### src/rtl/zap_fifo_pkg.sv
// Shared constants and helpers for the first-word-fall-through FIFO.
package zap_fifo_pkg;

  localparam int SKID_DEPTH = 2;

  // Pointer width: index bits plus one wrap bit.
  function automatic int ptr_w(input int depth);
    return $clog2(depth) + 1;
  endfunction

endpackage

### src/rtl/zap_ram_simple_nopipe.sv
// Simple dual-port RAM, one write port and one read port, registered read data
// with a single cycle of latency and no output pipeline stage.
module zap_ram_simple_nopipe #(
  parameter int WIDTH = 32,
  parameter int DEPTH = 16,
  parameter int AW    = $clog2(DEPTH)
) (
  input  logic             clk,
  input  logic             wr_en,
  input  logic [AW-1:0]    wr_addr,
  input  logic [WIDTH-1:0] wr_data,
  input  logic             rd_en,
  input  logic [AW-1:0]    rd_addr,
  output logic [WIDTH-1:0] rd_data
);

  logic [WIDTH-1:0] mem [DEPTH];

  always_ff @(posedge clk) begin
    if (wr_en) mem[wr_addr] <= wr_data;
    if (rd_en) rd_data <= mem[rd_addr];
  end

endmodule

### src/rtl/zap_fifo_fwft.sv
// First-word-fall-through FIFO: block RAM storage plus a 2-entry skid buffer
// that absorbs the RAM read latency so the head word comes from a register.
module zap_fifo_fwft
  import zap_fifo_pkg::*;
#(
  parameter int WIDTH = 32,
  parameter int DEPTH = 16,
  localparam int PW   = ptr_w(DEPTH),
  localparam int AW   = PW - 1,
  localparam int LW   = $clog2(DEPTH + 2) + 1
) (
  input  logic             i_clk,
  input  logic             i_reset,
  input  logic             i_flush,
  input  logic             i_wr_en,
  input  logic [WIDTH-1:0] i_wr_data,
  output logic             o_full,
  input  logic             i_rd_en,
  output logic [WIDTH-1:0] o_rd_data,
  output logic             o_valid,
  output logic             o_empty,
  output logic [LW-1:0]    o_level
);

  // Handshake: a push is accepted on a rising edge where i_wr_en=1 and
  // o_full=0; a pop is accepted where i_rd_en=1 and o_valid=1. Anything else
  // on either side is ignored without changing state.

  logic [PW-1:0]    wr_ptr, rd_ptr, ram_count, ram_count_next;
  logic             full_q, rd_pend, skid_head, skid_tail;
  logic [1:0]       skid_cnt;
  logic [2:0]       skid_use;
  logic [WIDTH-1:0] skid_mem [SKID_DEPTH];
  logic [WIDTH-1:0] ram_rd_data;
  logic             push, pop, rd_issue;

  assign ram_count = wr_ptr - rd_ptr;
  assign push      = i_wr_en & ~full_q;
  assign pop       = i_rd_en & (skid_cnt != 2'd0);

  // Occupancy the skid will have once the in-flight word lands and any pop retires.
  assign skid_use  = {1'b0, skid_cnt} + {2'b00, rd_pend} - {2'b00, pop};
  assign rd_issue  = (ram_count != '0) && (skid_use < 3'(SKID_DEPTH));

  assign ram_count_next = ram_count + PW'(push) - PW'(rd_issue);
  assign skid_tail      = skid_head ^ skid_cnt[0];

  zap_ram_simple_nopipe #(
    .WIDTH (WIDTH),
    .DEPTH (DEPTH),
    .AW    (AW)
  ) u_ram (
    .clk     (i_clk),
    .wr_en   (push),
    .wr_addr (wr_ptr[AW-1:0]),
    .wr_data (i_wr_data),
    .rd_en   (rd_issue),
    .rd_addr (rd_ptr[AW-1:0]),
    .rd_data (ram_rd_data)
  );

  always_ff @(posedge i_clk) begin
    if (i_reset || i_flush) begin
      wr_ptr    <= '0;
      rd_ptr    <= '0;
      full_q    <= 1'b0;
      rd_pend   <= 1'b0;
      skid_head <= 1'b0;
      skid_cnt  <= 2'd0;
      for (int i = 0; i < SKID_DEPTH; i++) skid_mem[i] <= '0;
    end else begin
      if (push)     wr_ptr <= wr_ptr + PW'(1);
      if (rd_issue) rd_ptr <= rd_ptr + PW'(1);
      rd_pend <= rd_issue;
      full_q  <= (ram_count_next == PW'(DEPTH));
      if (rd_pend) skid_mem[skid_tail] <= ram_rd_data;
      if (pop)     skid_head <= ~skid_head;
      skid_cnt <= skid_cnt + {1'b0, rd_pend} - {1'b0, pop};
    end
  end

  // Reads only happen from a non-empty RAM and writes never land when full,
  // so read and write can only collide on an address when the RAM is empty.
  always_ff @(posedge i_clk) begin
    if (!i_reset && !i_flush)
      assert (!(push && rd_issue && (wr_ptr[AW-1:0] == rd_ptr[AW-1:0])) || (ram_count == '0));
  end

  assign o_full    = full_q;
  assign o_valid   = (skid_cnt != 2'd0);
  assign o_rd_data = skid_mem[skid_head];
  assign o_level   = LW'(ram_count) + LW'(rd_pend) + LW'(skid_cnt);
  assign o_empty   = (o_level == '0);

endmodule

### config.mk
export PLATFORM = sky130hd
export DESIGN_NAME = zap_fifo_fwft
export DESIGN_NICKNAME = d
export VERILOG_FILES = /design/src/rtl/zap_fifo_pkg.sv /design/src/rtl/zap_ram_simple_nopipe.sv /design/src/rtl/zap_fifo_fwft.sv
export SDC_FILE = /design/constraint.sdc
export NUM_CORES = 1
export LEC_CHECK = 0
export BUFFER_PORTS_ARGS = -buffer_cell sky130_fd_sc_hd__clkbuf_2
export CORE_MARGIN = 10
export CORE_UTILIZATION = 40
export DETAILED_ROUTE_END_ITERATION = 12
export GPL_TIMING_DRIVEN = 0
export PLACE_DENSITY = 0.54
export SLEW_MARGIN = 25
export SYNTH_ARGS = -nofsm -noshare
export SYNTH_HDL_FRONTEND = slang
export SYNTH_HIERARCHICAL = 1
export SYNTH_SLANG_ARGS = --single-unit
### constraint.sdc
create_clock -name i_clk -period 11.55 [get_ports i_clk]
set_clock_uncertainty 0.15 [all_clocks]
set_input_delay 1.155 -clock i_clk [delete_from_list [all_inputs] [get_ports i_clk]]
set_output_delay 1.155 -clock i_clk [all_outputs]
set_load 0.02 [all_outputs]
==> run summary <==
Layout Cells excl Fill = 2177
P per Cell Area = 208 mW/mm²
kind of critical path = reg2out
area leader, netlist = edfxtp_1
pre-CTS setup slack = 6540 ps
vias in the first global route = 12300
Clock Path Buffers = 3
net count after synthesis = 1214
total wire length = 53800 µm
antenna viol nets, final = 0
post-CTS setup buffers = 0
Final Max Slew Viols = 0
fin crit period = 4830 ps
PostCTS Resize Cnt = 0
1st-iter DRT viols = 883
CTS Sinks = 624
setup violators final = 0
drt drc = 0
global-route wire length before repair = 80600 µm
Rows = 90
share of cells above drive strength 1 = 29.8%
CP Capture Type = output pin
Mapped Cells = 1155
#FFs+latches synth = 624
worst hold-check path type = reg2reg
placed insts = 2061
GR Util All Layers = 15.5%
Yosys warning count = 6
HPWL after DPL = 36100 µm
CORE AREA = 0.0600 mm²
hold_buf cts = 0
H-tree depth = 3
I/O pins = 78
drt pass-1 iters = 5
Syn Area/Cell = 20.9 µm²
CP Data Required Time = 10250 ps
WL/cell = 24.7 µm
nature of the critical path startpoint = register
Die Y = 266 µm
clock root buffer = clkbuf_16
cts bufs inserted = 66
fin util = 47.4%
top post-synthesis cells by area = edfxtp_1, mux4_2, a22oi_1, and2_1, mux2_2
Slew HR = 38.8%
Max-cap violations = 0
largest vdd supply drop = 0.114 mV
initial antenna violation count = 4
Peak Freq = 207 MHz
Yosys cell types = 37
top_reg_cell synth = edfxtp_1
final hold vios = 0
status = finished clean
TritonCTS clock tree = yes
Final Power = 5930 µW
Post-synth ARST share = 0%
final worst slack = 6720 ps
number of diodes = 0
initial core utilization = 40.2%
Yosys top cell area share = 75.6%
Post-Syn Area = 0.0242 mm²
Clock Pin Slew Worst Setup and Hold Paths = 60 ps
DIE WIDTH = 266 µm
Syn-to-layout area delta = 17.9%
die footprint = 0.0706 mm²
Via density = 5.36
DR vias = 11700
RSZ-0062 raised after global routing = false
EDFF count, synth = 608
Worst Tran Pin Value = 918 ps
Overflow after GRT = 0
Clock Latency Late Sink = 590 ps
fin crit share = 41.8%
placer's final routability congestion estimate = 0.718
I/O Buffers = 77
Critical Path Fanout Max = 11
total negative slack = 0 ps
Pleak = 0.00935 µW
largest net degree at the start of global routing = 27
CP arrival = 3520 ps
sequential fraction of the synthesis area = 76.9%
NumNets Final = 1406
fillers = 4987
## flip-flops by register name, indices dropped and copies added (netlist names), named ones only
register	count
u_ram/mem	512
skid_mem	64
o_full	1
wr_ptr	5
skid_cnt	2
rd_pend	1
skid_head	1
u_ram/rd_data	32
rd_ptr	5
## cell usage after synthesis (10+ instances only)
master    number
inv_1         19
ha_1          17
mux2_2        34
nor2_1        30
buf_1         12
clkbuf_1      27
mux4_2       128
and2_1        69
nand2_1       38
edfxtp_1     608
buf_4         11
a21oi_1       10
a22oi_1       64
xor2_1        12
dfxtp_1       16
## critical path, cell delays in order (launching register included)
cell      delay, ps
dfxtp_1         610
inv_1           100
ha_1            240
fa_1            660
inv_1           110
ha_1            280
a21oi_1         130
nor2_1           80
and2_1          200
nor4b_1         300
clkbuf_2        220
## where the power goes
part | switching (µW) | internal (µW)
Combinational | 672 | 537
Clock | 847 | 1160
Sequential | 44.0 | 2660
## metrics by stage
step	hold WS, ps	area [µm²]
floorplan	314	24200
detailed placement	346	26400
global route	386	28500
finish	352	28500
CTS	357	28500
global placement	342	25500
## logic make-up (layout without fill, tap and decap cells)
logic type | after synthesis | in the layout | synth area share, %
AOI/OAI and AO/OA | 86 | 86 | 2.53
buffers and inverters | 75 | 315 | 1.42
DFF | 624 | 624 | 76.9
adders and majority gates | 22 | 22 | 1.30
xor gates and xnor gates | 16 | 16 | 0.580
muxes | 163 | 163 | 13.6
and+or+nand+nor | 169 | 169 | 3.68
## layer usage
layer | GRT usage (%) | wire length, µm | vias up
li1 | - | - | 5107
met1 | 20.9 | 23400 | 6190
met2 | 25.1 | 26100 | 296
met3 | 3.16 | 3210 | 69
met4 | 4.42 | 983 | 2
met5 | 0 | 17 | -
## placed cells by master, fill, tap and decap left out, types with 3 or more instances in the layout
cell type  synthesis  layout
nor3_2             0       4
clkbuf_1          27      41
clkinv_1           0      11
dfxtp_1           16      16
edfxtp_1         608     608
nor2_1            30      17
buf_12             0       9
buf_4             11      29
buf_8              0       3
buf_16             0      14
xnor2_1            4       4
clkbuf_2           0      77
buf_6              2       5
ha_1              17      17
nor2_4             0      13
o31ai_1            3       3
nor2b_1            5       5
xor2_1            12      12
mux4_2           128     128
inv_6              0       6
fa_1               5       5
a21oi_1           10      10
buf_1             12      12
and2_1            69      69
nand2b_1           5       5
clkinv_2           0      12
inv_1             19      19
mux2_2            34      34
bufinv_16          0       4
clkbuf_16          0      67
or4_1              4       4
buf_2              4       4
nand2_1           38      38
nand4_1            4       4
a22oi_1           64      64
## layout make-up
cell class / count / area [µm²] / area share (%)
Buffer: 56 / 272 / 0.954
Clock buffer: 81 / 1730 / 6.07
Clock inverter: 35 / 302 / 1.06
Inverter: 19 / 71.3 / 0.251
Multi-Input combinational cell: 456 / 5370 / 18.9
Sequential cell: 624 / 18600 / 65.3
Tap cell: 782 / 978 / 3.44
Timing Repair Buffer: 124 / 1160 / 4.09
## final timing paths
check                                            start                endpoint  slack, ps  cells after the start
worst max-delay path            wr_ptr[0]$_SDFFE_PP0P_                 o_empty       6720                     10
worst min-delay path            rd_ptr[4]$_SDFFE_PP0P_  rd_ptr[4]$_SDFFE_PP0P_        350                      2
worst max register to register  wr_ptr[0]$_SDFFE_PP0P_       o_full$_SDFF_PP0_       6980                     16
worst min register to register  rd_ptr[4]$_SDFFE_PP0P_  rd_ptr[4]$_SDFFE_PP0P_        350                      2
Power figures use the tool's default switching activity.
